===== src/rtl/riscv_pkg.sv =====
// Shared constants, FSM encoding and request payload for the load/store path.
package riscv_pkg;

  localparam int unsigned WORD_WIDTH = 32;
  localparam int unsigned MEM_ADDR_W = 7;
  localparam int unsigned BYTE_ADDR_W = MEM_ADDR_W + 2;

  localparam logic [2:0] F3_B  = 3'b000;
  localparam logic [2:0] F3_H  = 3'b001;
  localparam logic [2:0] F3_W  = 3'b010;
  localparam logic [2:0] F3_BU = 3'b100;
  localparam logic [2:0] F3_HU = 3'b101;

  typedef enum logic [1:0] {
    IDLE  = 2'd0,
    READ  = 2'd1,
    WRITE = 2'd2,
    RESP  = 2'd3
  } state_e;

  typedef struct packed {
    logic                   we;
    logic [2:0]             funct3;
    logic [BYTE_ADDR_W-1:0] addr;
    logic [WORD_WIDTH-1:0]  wdata;
  } mem_req_t;

  // Illegal size/sign encoding or an access not aligned to its size.
  function automatic logic req_is_err(input logic we, input logic [2:0] funct3,
                                      input logic [1:0] addr_lo);
    logic illegal;
    logic misaligned;
    illegal    = (funct3 == 3'b011) || (funct3 == 3'b110) || (funct3 == 3'b111) ||
                 (we && (funct3 > F3_W));
    misaligned = ((funct3[1:0] == 2'b01) && addr_lo[0]) ||
                 ((funct3 == F3_W) && (addr_lo != 2'b00));
    return illegal || misaligned;
  endfunction

endpackage


===== src/rtl/data_mem_ctrl_load_align.sv =====
// Extracts the addressed byte/halfword from a RAM word and sign- or zero-extends it.
module load_align
  import riscv_pkg::*;
(
  input  logic [WORD_WIDTH-1:0] rdata,
  input  logic [2:0]            funct3,
  input  logic [1:0]            addr_lo,
  output logic [WORD_WIDTH-1:0] data_c
);

  logic [7:0]  byte_c;
  logic [15:0] half_c;

  always_comb begin
    byte_c = 8'h00;
    case (addr_lo)
      2'd0:    byte_c = rdata[7:0];
      2'd1:    byte_c = rdata[15:8];
      2'd2:    byte_c = rdata[23:16];
      default: byte_c = rdata[31:24];
    endcase
    half_c = addr_lo[1] ? rdata[31:16] : rdata[15:0];
  end

  always_comb begin
    data_c = '0;
    case (funct3)
      F3_B:    data_c = {{24{byte_c[7]}}, byte_c};
      F3_H:    data_c = {{16{half_c[15]}}, half_c};
      F3_W:    data_c = rdata;
      F3_BU:   data_c = {24'h000000, byte_c};
      F3_HU:   data_c = {16'h0000, half_c};
      default: data_c = '0;
    endcase
  end

endmodule


===== src/rtl/data_mem_ctrl.sv =====
// Load/store controller in front of a 128x32 RAM without byte enables;
// sub-word stores run as read-modify-write.
module data_mem_ctrl
  import riscv_pkg::*;
(
  input  logic                    clk,
  input  logic                    rst,
  input  logic                    req_valid,
  output logic                    req_ready,
  input  logic                    req_we,
  input  logic [2:0]              req_funct3,
  input  logic [MEM_ADDR_W+1:0]   req_addr,
  input  logic [WORD_WIDTH-1:0]   req_wdata,
  output logic                    resp_valid,
  output logic [WORD_WIDTH-1:0]   resp_rdata,
  output logic                    resp_err,
  output logic [MEM_ADDR_W-1:0]   mem_addr,
  output logic                    mem_rd_en,
  output logic                    mem_wr_en,
  output logic [WORD_WIDTH-1:0]   mem_wdata,
  input  logic [WORD_WIDTH-1:0]   mem_rdata
);

  state_e                state_q, state_d;
  mem_req_t              req_q, req_d;
  logic                  err_q, err_d;
  logic [WORD_WIDTH-1:0] resp_rdata_q, resp_rdata_d;
  logic [WORD_WIDTH-1:0] mem_wdata_q, mem_wdata_d;
  logic [WORD_WIDTH-1:0] load_data_c;
  logic [WORD_WIDTH-1:0] merged_c;
  logic                  req_err_c;

  assign req_err_c = req_is_err(req_we, req_funct3, req_addr[1:0]);

  load_align u_load_align (
    .rdata   (mem_rdata),
    .funct3  (req_q.funct3),
    .addr_lo (req_q.addr[1:0]),
    .data_c  (load_data_c)
  );

  // Replace only the addressed byte/halfword of the word read back from RAM.
  always_comb begin
    merged_c = mem_rdata;
    if (req_q.funct3 == F3_B) begin
      case (req_q.addr[1:0])
        2'd0:    merged_c[7:0]   = req_q.wdata[7:0];
        2'd1:    merged_c[15:8]  = req_q.wdata[7:0];
        2'd2:    merged_c[23:16] = req_q.wdata[7:0];
        default: merged_c[31:24] = req_q.wdata[7:0];
      endcase
    end else if (req_q.funct3 == F3_H) begin
      if (req_q.addr[1]) merged_c[31:16] = req_q.wdata[15:0];
      else               merged_c[15:0]  = req_q.wdata[15:0];
    end
  end

  always_comb begin
    state_d      = state_q;
    req_d        = req_q;
    err_d        = err_q;
    resp_rdata_d = resp_rdata_q;
    mem_wdata_d  = mem_wdata_q;
    unique case (state_q)
      IDLE: begin
        if (req_valid) begin
          req_d = '{we: req_we, funct3: req_funct3, addr: req_addr, wdata: req_wdata};
          err_d = req_err_c;
          if (req_err_c) begin
            resp_rdata_d = '0;
            state_d      = RESP;
          end else if (req_we && (req_funct3 == F3_W)) begin
            mem_wdata_d = req_wdata;
            state_d     = WRITE;
          end else begin
            state_d = READ;
          end
        end
      end
      READ: begin
        if (req_q.we) begin
          mem_wdata_d = merged_c;
          state_d     = WRITE;
        end else begin
          resp_rdata_d = load_data_c;
          state_d      = RESP;
        end
      end
      WRITE: begin
        resp_rdata_d = '0;
        state_d      = RESP;
      end
      RESP:    state_d = IDLE;
      default: state_d = IDLE;
    endcase
  end

  always_ff @(posedge clk or negedge rst) begin
    if (!rst) begin
      state_q      <= IDLE;
      req_q        <= '0;
      err_q        <= 1'b0;
      resp_rdata_q <= '0;
      mem_wdata_q  <= '0;
    end else begin
      state_q      <= state_d;
      req_q        <= req_d;
      err_q        <= err_d;
      resp_rdata_q <= resp_rdata_d;
      mem_wdata_q  <= mem_wdata_d;
    end
  end

  // Every RAM-side output is a decode of registered state or a flop.
  assign req_ready  = (state_q == IDLE);
  assign resp_valid = (state_q == RESP);
  assign resp_err   = (state_q == RESP) && err_q;
  assign resp_rdata = resp_rdata_q;
  assign mem_rd_en  = (state_q == READ);
  assign mem_wr_en  = (state_q == WRITE);
  assign mem_addr   = req_q.addr[MEM_ADDR_W+1:2];
  assign mem_wdata  = mem_wdata_q;

endmodule


===== config.mk =====
export PLATFORM = sky130hd
export DESIGN_NAME = data_mem_ctrl
export DESIGN_NICKNAME = d
export VERILOG_FILES = /design/src/rtl/riscv_pkg.sv /design/src/rtl/data_mem_ctrl_load_align.sv /design/src/rtl/data_mem_ctrl.sv
export SDC_FILE = /design/constraint.sdc
export NUM_CORES = 1
export LEC_CHECK = 0
export ABC_AREA = 1
export CAP_MARGIN = 20
export CORE_MARGIN = 8
export CORE_UTILIZATION = 46
export DETAILED_ROUTE_END_ITERATION = 12
export GPL_ROUTABILITY_DRIVEN = 0
export GPL_TIMING_DRIVEN = 0
export PLACE_DENSITY = 0.78
export SLEW_MARGIN = 20
export SYNTH_ARGS = -nofsm -noshare
export SYNTH_HDL_FRONTEND = slang
export SYNTH_SLANG_ARGS = --single-unit

===== constraint.sdc =====
create_clock -name clk -period 1.8 [get_ports clk]
set_input_delay 0.27 -clock clk [delete_from_list [all_inputs] [get_ports clk]]
set_output_delay 0.27 -clock clk [all_outputs]
set_load 0.1 [all_outputs]

**After elaboration in Yosys (flattened, before gate mapping)**

Index checks and enable logic that the tools add are counted.

- Logic and storage cells: 74
- Bits of input ports: 80
- Output and inout port bits: 76
- Register bits after elaboration: 96

- Reduce and logical (&&, ||, !) cells: 20
- Eq/ne operators: 20
- Multiplexer cells: 25
- Magnitude comparators: 1

Operator list:

| cell | number |
|---|---|
| $mux 32 | 9 |
| $pmux 32 s5 | 1 |
| $pmux 32 s3 | 1 |
| $pmux 32 s2 | 1 |
| $mux 16 | 3 |
| $mux 8 | 4 |
| $pmux 8 s3 | 1 |
| $eq 3x3->1 const B | 4 |
| $eq 3x2->1 const B | 3 |
| $pmux 2 s4 | 1 |
| $eq 2x1->1 const B | 3 |
| $eq 2x2->1 const B | 3 |
| $mux 2 | 3 |
| $ne 2x1->1 const B | 3 |
| $ne 2x2->1 const B | 3 |
| $logic_and 1x1->1 | 5 |
| $logic_or 1x1->1 | 5 |
| $reduce_and 5->1 | 1 |
| $logic_not 2->1 | 2 |
| $reduce_and 4->1 | 1 |
| $reduce_bool 2->1 | 2 |
| $eq 3x1->1 const B | 1 |
| $gt 3x2->1 const B | 1 |
| $logic_not 3->1 | 1 |
| other kinds (4) | 4 |

**Logic depth before layout (Yosys ltp)**

Gate-level depths: netlist (run 1).

- Depth in word-level cells: 8
- Mapped depth: 12

**Modules after synthesis**

From an unflattened synthesis (run 1), not the netlist that was laid out.

- Cells, all modules: 1018
- Area total of the unflattened synthesis: 6635.1 µm²

By module, submodules not included:

| module | seq. area each (µm²) | cells each | area an instance (µm²) | times used |
|---|---|---|---|---|
| data_mem_ctrl | 2402.3 | 813 | 5605.4 | 1 |
| load_align | 0.0 | 205 | 1029.7 | 1 |

**Least setup slack after synthesis (run 1)**

No wires, ideal clock.

- Path type: register to register
- From: reg state_q[0]
- To: reg resp_rdata_q[15] (netlist: resp_rdata[15])
- Cell stages (with the launch flop): 10
- Library setup time: 0.129 ns
- Arrival time: 2.353 ns
- Data required time: 1.671 ns
- Period minus slack after synthesis: 2.482 ns
- Setup slack: -0.682 ns
- Path through: dfrtp_1 > inv_1 > ha_1 > inv_1 > or2_4 > nand2_1 > a21oi_2 > nand3_2 > buf_2 > o21ai_0

- Word-level cells in the longest chain between the ends: 3
- Elaborated cells between the ends (all ways): 9
- Classes of those cells: eq/ne (5); mux (1); reduce/logical (3)

Ends and longest elaborated chain:

| element | line | RTL |
|---|---|---|
| start: declaration | data_mem_ctrl.sv:24 | `state_e state_q, state_d;` |
| start signal: assignment | data_mem_ctrl.sv:106 | `state_q <= state_d;` |
| $logic_not 2->1 * | -- |  |
| via req_ready | data_mem_ctrl.sv:9 | `output logic req_ready,` |
| $ne 2x1->1 (no source line), or another cell as far along | -- |  |
| $reduce_and 4->1 (no source line) | -- |  |
| end signal: assignment | data_mem_ctrl.sv:109 | `resp_rdata_q <= resp_rdata_d;` |
| end: declaration | data_mem_ctrl.sv:27 | `logic [WORD_WIDTH-1:0] resp_rdata_q, resp_rdata_d;` |

Mark *: on every way through the listed nets, which the timed path passes. The rest lies on a longest branch.
A chain may end at the register's enable or synchronous reset.

**Worst setup path in the final report (run 1)**

- From: reg state_q[1]
- To: reg mem_wdata_q[26] (netlist: mem_wdata[26])

- Word-level cells in the longest chain between the ends: 3
- Elaborated cells between the ends (all ways): 9
- Classes of those cells: eq/ne (5); mux (1); reduce/logical (3)

Ends and longest elaborated chain:

| element | line | RTL |
|---|---|---|
| $eq 2x1->1 or $logic_not 2->1 (tied branches) | data_mem_ctrl.sv:64 | `unique case (state_q)` |
| $ne 2x1->1 (no source line), or another cell as far along | -- |  |
| $reduce_and 5->1 (no source line) | -- |  |
| end signal: assignment | data_mem_ctrl.sv:110 | `mem_wdata_q <= mem_wdata_d;` |
| end: declaration | data_mem_ctrl.sv:28 | `logic [WORD_WIDTH-1:0] mem_wdata_q, mem_wdata_d;` |

Parallel ways exist; a longest one is shown, timed or not.

==> results of run 1 <==
-- what timing repair did --
item | CTS | global route
setup endpoints to repair | 127 | 61
pin swaps | 0 | 2
setup buffers | 0 | 15
endpoints found under the hold margin | 45 | 0
cloned | 0 | 1
hold buffers | 1 | 0
resized for setup | 257 | 33
-- area by class of cell --
cell class                      count  area (um^2)  area share
Multi-Input combinational cell    885         3790       0.412
Inverter                           39          155      0.0169
Tap cell                          184          230      0.0251
Clock inverter                      7          128      0.0139
Buffer                             70          457      0.0497
Timing Repair Buffer              173         1800       0.196
Sequential cell                    96         2400       0.262
Clock buffer                        9          225      0.0245
-- metrics by stage --
stage / hold WS (ns) / util / setup slack, ns / cell area, um^2
detailed placement: 0.231 / 0.594 / -0.368 / 8500
finish: 0.406 / 0.642 / -0.0472 / 9180
CTS: 0.411 / 0.628 / 0.000274 / 8990
floorplan: -0.0256 / - / -0.0274 / 6690
global placement: 0.463 / 0.592 / -3.15 / 8470
global route: 0.438 / 0.642 / -0.106 / 9180
-- flip-flops by register name, indices dropped and copies added, names as in the netlist --
name,cells
req_q,22
mem_addr,7
err_q,1
state_q,2
mem_wdata,32
resp_rdata,32
-- final timing paths --
path                                               start                        end  slack (ns)  cells after the start
worst min-delay path                                 rst          err_q$_DFFE_PN0P_        0.41                      2
worst max-delay path              state_q[1]$_DFFE_PN0N_  mem_wdata[26]$_DFFE_PN0P_       -0.05                     12
min in group clk                             req_addr[5]    mem_addr[3]$_DFFE_PN0P_        0.44                      3
worst min register to register  mem_wdata[7]$_DFFE_PN0P_   mem_wdata[7]$_DFFE_PN0P_        0.48                      2
max in group asynchronous                            rst  mem_wdata[26]$_DFFE_PN0P_        0.80                      3
worst max register to register    state_q[1]$_DFFE_PN0N_  mem_wdata[26]$_DFFE_PN0P_       -0.05                     12
-- placed cells by master (no fill, tap or decap), types with 15 or more instances in the layout --
| cell | netlist | final |
|---|---|---|
| nand3_1 | 40 | 40 |
| o21ai_1 | 24 | 30 |
| a21oi_1 | 96 | 96 |
| dfrtp_1 | 96 | 95 |
| buf_2 | 36 | 31 |
| buf_4 | 15 | 29 |
| inv_1 | 31 | 27 |
| buf_6 | 3 | 15 |
| o21ai_0 | 48 | 42 |
| nor2_1 | 52 | 51 |
| clkdlybuf4s15_2 | 0 | 70 |
| nand2_1 | 596 | 590 |
| clkdlybuf4s50_1 | 0 | 78 |
-- kinds of logic after synthesis --
logic type      Yosys count  synth area share
simple gates            708             0.417
compound gates          173             0.132
buf+inv                 109            0.0804
flops                    96             0.362
fa+ha+maj                 4           0.00755
-- critical path: cells and delay by family (launching register included) --
| family | cells | cell delay [ns] |
|---|---|---|
| buffers and inverters | 5 | 0.53 |
| adders and majority gates | 1 | 0.19 |
| and+or+nand+nor | 5 | 0.54 |
| DFF | 1 | 0.43 |
| AOI/OAI and AO/OA | 1 | 0.05 |
-- layer usage --
layer,global-route usage,up-vias,part of all wire
met2,0.416,515,0.45
met4,0.133,0,0.052
met1,0.329,3579,0.39
met3,0.0554,91,0.11
li1,-,3787,-
met5,0,-,0
==> results_dict.tcl, run 1 <==
set metrics [dict create \
    post-route-worst-setup-slack_ns -0.0472 \
    initial_utilization 0.463 \
    hold_viol 0 \
    setup_violations 28 \
    cts_tree "built" \
    path_class "flip-flop to flip-flop" \
    cp_data_required_time_ns 2.05 \
    synth_top_area_cell "dfrtp_1" \
    cts.sinks 96 \
    max_freq_mhz 541 \
    worst_pin_slew_ns 0.568 \
    track_usage 0.261 \
    synth_common_cells "596 x nand2_1, 96 x a21oi_1, 96 x dfrtp_1" \
    async_flop_share 1.00 \
    nets 1358 \
    clk_latency_ns 0.36 \
    fp.dieW_um 136 \
    firstDrtPassIters 8 \
    netlist_area_um2 6630 \
    crit_path_end_kind "flip-flop" \
    avgSynthCellArea_um2 6.08 \
    ioPinCount 156 \
    crit_top_cell "nand2_1" \
    maxCapViolCount 0 \
    coreArea_um2 14300 \
    antenna_found_initial 0 \
    yosysMostFrequentCell "nand2_1" \
    rows 44 \
    vias 7972 \
    antenna_cells 0 \
    drtIter0Drc 875 \
    drc 0 \
    max-clock-path-buffers 2 \
    grt_overflow 0 \
    htreeDepth 3 \
    status "complete, but fails checks" \
    fin_setup_tns_ns -0.368 \
    min_period_ns 1.85 \
    wl_per_cell_um 17.1 \
    worstPathArrival_ns 2.10 \
    area_growth_pct 38.5 \
    violations "setup timing" \
    yosysSeqAreaShare 0.362 \
    syn-num-nets 1174 \
    wl_um 25000 \
    syn_inst 1090 \
    ys.flop_type "dfrtp_1" \
    fillers 1336 \
    max_stage_delay_ns 0.43 \
    placedCellCount 1430 \
    grt_start_max_net_pins 52 \
    die_h_um 136 \
    synth_edf_count 0 \
    synth.top_cell.area_share 0.362 \
    worst_hold_path_type "input pin to asynchronous set/reset pin" \
    grt_pass1_vias 7311 \
    ant_nets 0 \
    startpoint_type "flip-flop" \
    vias_per_cell 5.45 \
    hpwl_um 18800 \
    crit_fanout 7 \
    synthDistinctLibCells 28 \
    drive_gt1_frac 0.166 \
    ys_ff_latch 96 \
    cts_buffers 9 \
    portBuffers 155 \
    die_area_um2 18500 \
    slew_headroom 0.622 \
    final_cells 1463 \
    rsz0062_at_grt "true" \
    slew_viol_final 0 \
    fin_crit_sh 1.03 \
    crit_chain "inv_2 > ha_4 > inv_6 > or2_4 > nand2_1 > inv_1 > nand2_2 > a21oi_4 > buf_12 > buf_4 > nand2_1 > nand2_1" \
    yosys-top-cells-area "dfrtp_1 36%, nand2_1 34%, a21oi_1 7.2%, o21ai_0 3.6%, nand3_1 3.0%" \
    ys.warnings.count 0 \
    clockRootBuffer "clkbuf_16" \
    worst_setup_hold_path_clk_slew_ns 0.07 \
    skew_ns 0.00575 \
    grt_pass1_wl_um 37900 \
    slowest_stage "dfrtp_1" \
]
Power of run 1 is not shown: default switching activity piles up to over one toggle a cycle in this logic, so the estimate is an artifact.
==> run 2: changes to the inputs <==
CORE_UTILIZATION = 59   (was 46)
DONT_BUFFER_PORTS = 1   (was unset)
SKIP_CTS_REPAIR_TIMING = 1   (was unset)
==> run 2 against run 1 <==
The run ends with hold timing, setup timing left. Clock skew increased by 0.0034 ns. Critical path depth decreased by 8. Sequential share of layout area increased by 5.6 points. Via count decreased by 7.4%. Fmax decreased by 10%. First-iteration DRC count decreased by 11%. Die area decreased by 20%. Utilization increased by 5.4 points. Critical path type is now flip-flop to output port. Critical endpoint is now resp_err. Highest routed layer unchanged.
==> results_dict.tcl, run 2 (synthesis gave the netlist of run 1 again) <==
set metrics [dict create \
    startpoint_type "flip-flop" \
    initial_utilization 0.609 \
    r2r-start "state_q[0]$_DFFE_PN0N_" \
    htreeDepth 3 \
    worst_setup_hold_path_clk_slew_ns 0.09 \
    status "complete, but fails checks" \
    place_area_um2 6870 \
    slew_headroom 0.331 \
    skew_ns 0.00918 \
    rsz0062_at_grt "true" \
    cts.sinks 96 \
    worst-path-buf-inv 2 \
    rrSetupSlack_ns -0.24 \
    mostFrequentLayoutCell "nand2_1" \
    coreArea_um2 10900 \
    antenna_cells 0 \
    worst_hold_path_type "input pin to asynchronous set/reset pin" \
    maxCapViolCount 0 \
    worstPathArrival_ns 1.78 \
    ant_nets 0 \
    grt_pass1_wl_um 34700 \
    wl_um 23100 \
    drive_gt1_frac 0.144 \
    max_stage_delay_ns 0.45 \
    drc 0 \
    multiInputGateArea_um2 3890 \
    slew_viol_final 0 \
    cp_top_family "buffers and inverters" \
    ioPinCount 156 \
    crit_fanout 3 \
    grt_start_max_net_pins 97 \
    final_cell_mix "561 x nand2_1, 96 x a21oi_1, 94 x dfrtp_1" \
    die_h_um 122 \
    grt_pass1_vias 6608 \
    die_area_um2 14900 \
    wl_per_cell_um 18.1 \
    hold_viol 102 \
    setup_violations 87 \
    antenna_found_initial 0 \
    crit_start "state_q[0]$_DFFE_PN0N_" \
    crit_chain "buf_4 > ha_4 > nand2_2 > clkinvlp_4" \
    hpwl_um 17000 \
    vias_per_cell 5.79 \
    area_growth_pct 14.2 \
    rows 38 \
    stdcell_area_um2 7570 \
    max-clock-path-buffers 2 \
    firstDrtPassIters 6 \
    nets 1216 \
    worst_pin_slew_ns 1.00 \
    drtIter0Drc 777 \
    path_class "flip-flop to output port" \
    post-route-worst-setup-slack_ns -0.251 \
    grt_overflow 0 \
    track_usage 0.301 \
    hold_slack_ns -0.430 \
    slowest_stage "dfrtp_2" \
    cts_buffers 9 \
    clk_latency_ns 0.38 \
    portBuffers 0 \
    violations "hold timing, setup timing" \
    final-seq-area_um2 2400 \
    min_period_ns 2.05 \
    cts_tree "built" \
    fin_crit_sh 1.14 \
    max_freq_mhz 487 \
    vias 7381 \
    clockRootBuffer "clkbuf_8" \
    cp_data_required_time_ns 1.53 \
    fp.dieW_um 122 \
    fillers 1015 \
    crit_path_end_kind "output port" \
]
[run 2: through the flow]
| stage | setup TNS (ns) | hold WS, ns | std cells | setup WS, ns | util |
|---|---|---|---|---|---|
| 2_1_floorplan | -0.547 | -0.0256 | 1090 | -0.0274 | - |
| 6_report | -13.69 | -0.430 | 1275 | -0.251 | 0.696 |
| 3_5_place_dp | -23.32 | -0.0225 | 1230 | -0.399 | 0.631 |
| 3_3_place_gp | -21.58 | -0.0228 | 1230 | -0.416 | 0.631 |
| 4_1_cts | -26.87 | -0.443 | 1244 | -0.469 | 0.646 |
| 5_1_grt | -21.20 | -0.449 | 1275 | -0.307 | 0.696 |
[run 2: path summary, 6_finish.rpt]
kind / end / depth (start not counted)
min reg2reg: mem_addr[4]$_DFFE_PN0P_ / 2
max in group asynchronous: mem_wdata[25]$_DFFE_PN0P_ / 0
max reg2reg: state_q[0]$_DFFE_PN0N_ / 6
max: resp_err / 4
min in group clk: req_q[11]$_DFFE_PN0P_ / 2
min: mem_addr[4]$_DFFE_PN0P_ / 0
[run 2: cell type report]
class | instances | area share
well taps | 140 | 0.0231
inverters | 39 | 0.0208
flip-flops and latches | 96 | 0.317
repair buffers | 30 | 0.0425
clock inverters | 3 | 0.00248
clock buffers | 11 | 0.0200
plain buffers | 70 | 0.0596
multi-input cells | 886 | 0.514
[run 2: worst register-to-register path, stage by stage, from the launching register on]
cell and delay [ns]:
dfrtp_2 0.45, inv_2 0.10, ha_1 0.83, nor2_1 0.15, a21oi_1 0.22, o21ai_0 0.12, o21ai_0 0.09
[run 2: per-layer routing]
layer,vias up,wire [um],global-route usage
li1,3501,-,-
met1,3339,8800,0.378
met2,449,9780,0.438
met3,92,3380,0.108
met4,0,1150,0.177
met5,-,0,0.00329
Power of run 2 is left out for the same reason.
==> run 3: changes to the inputs <==
CTS_CLUSTER_SIZE = 10   (was unset)
==> results of run 3 <==
No change in the layout: final DEF, timing and power equal those of run 2.
Power of run 3 is left out for the same reason.
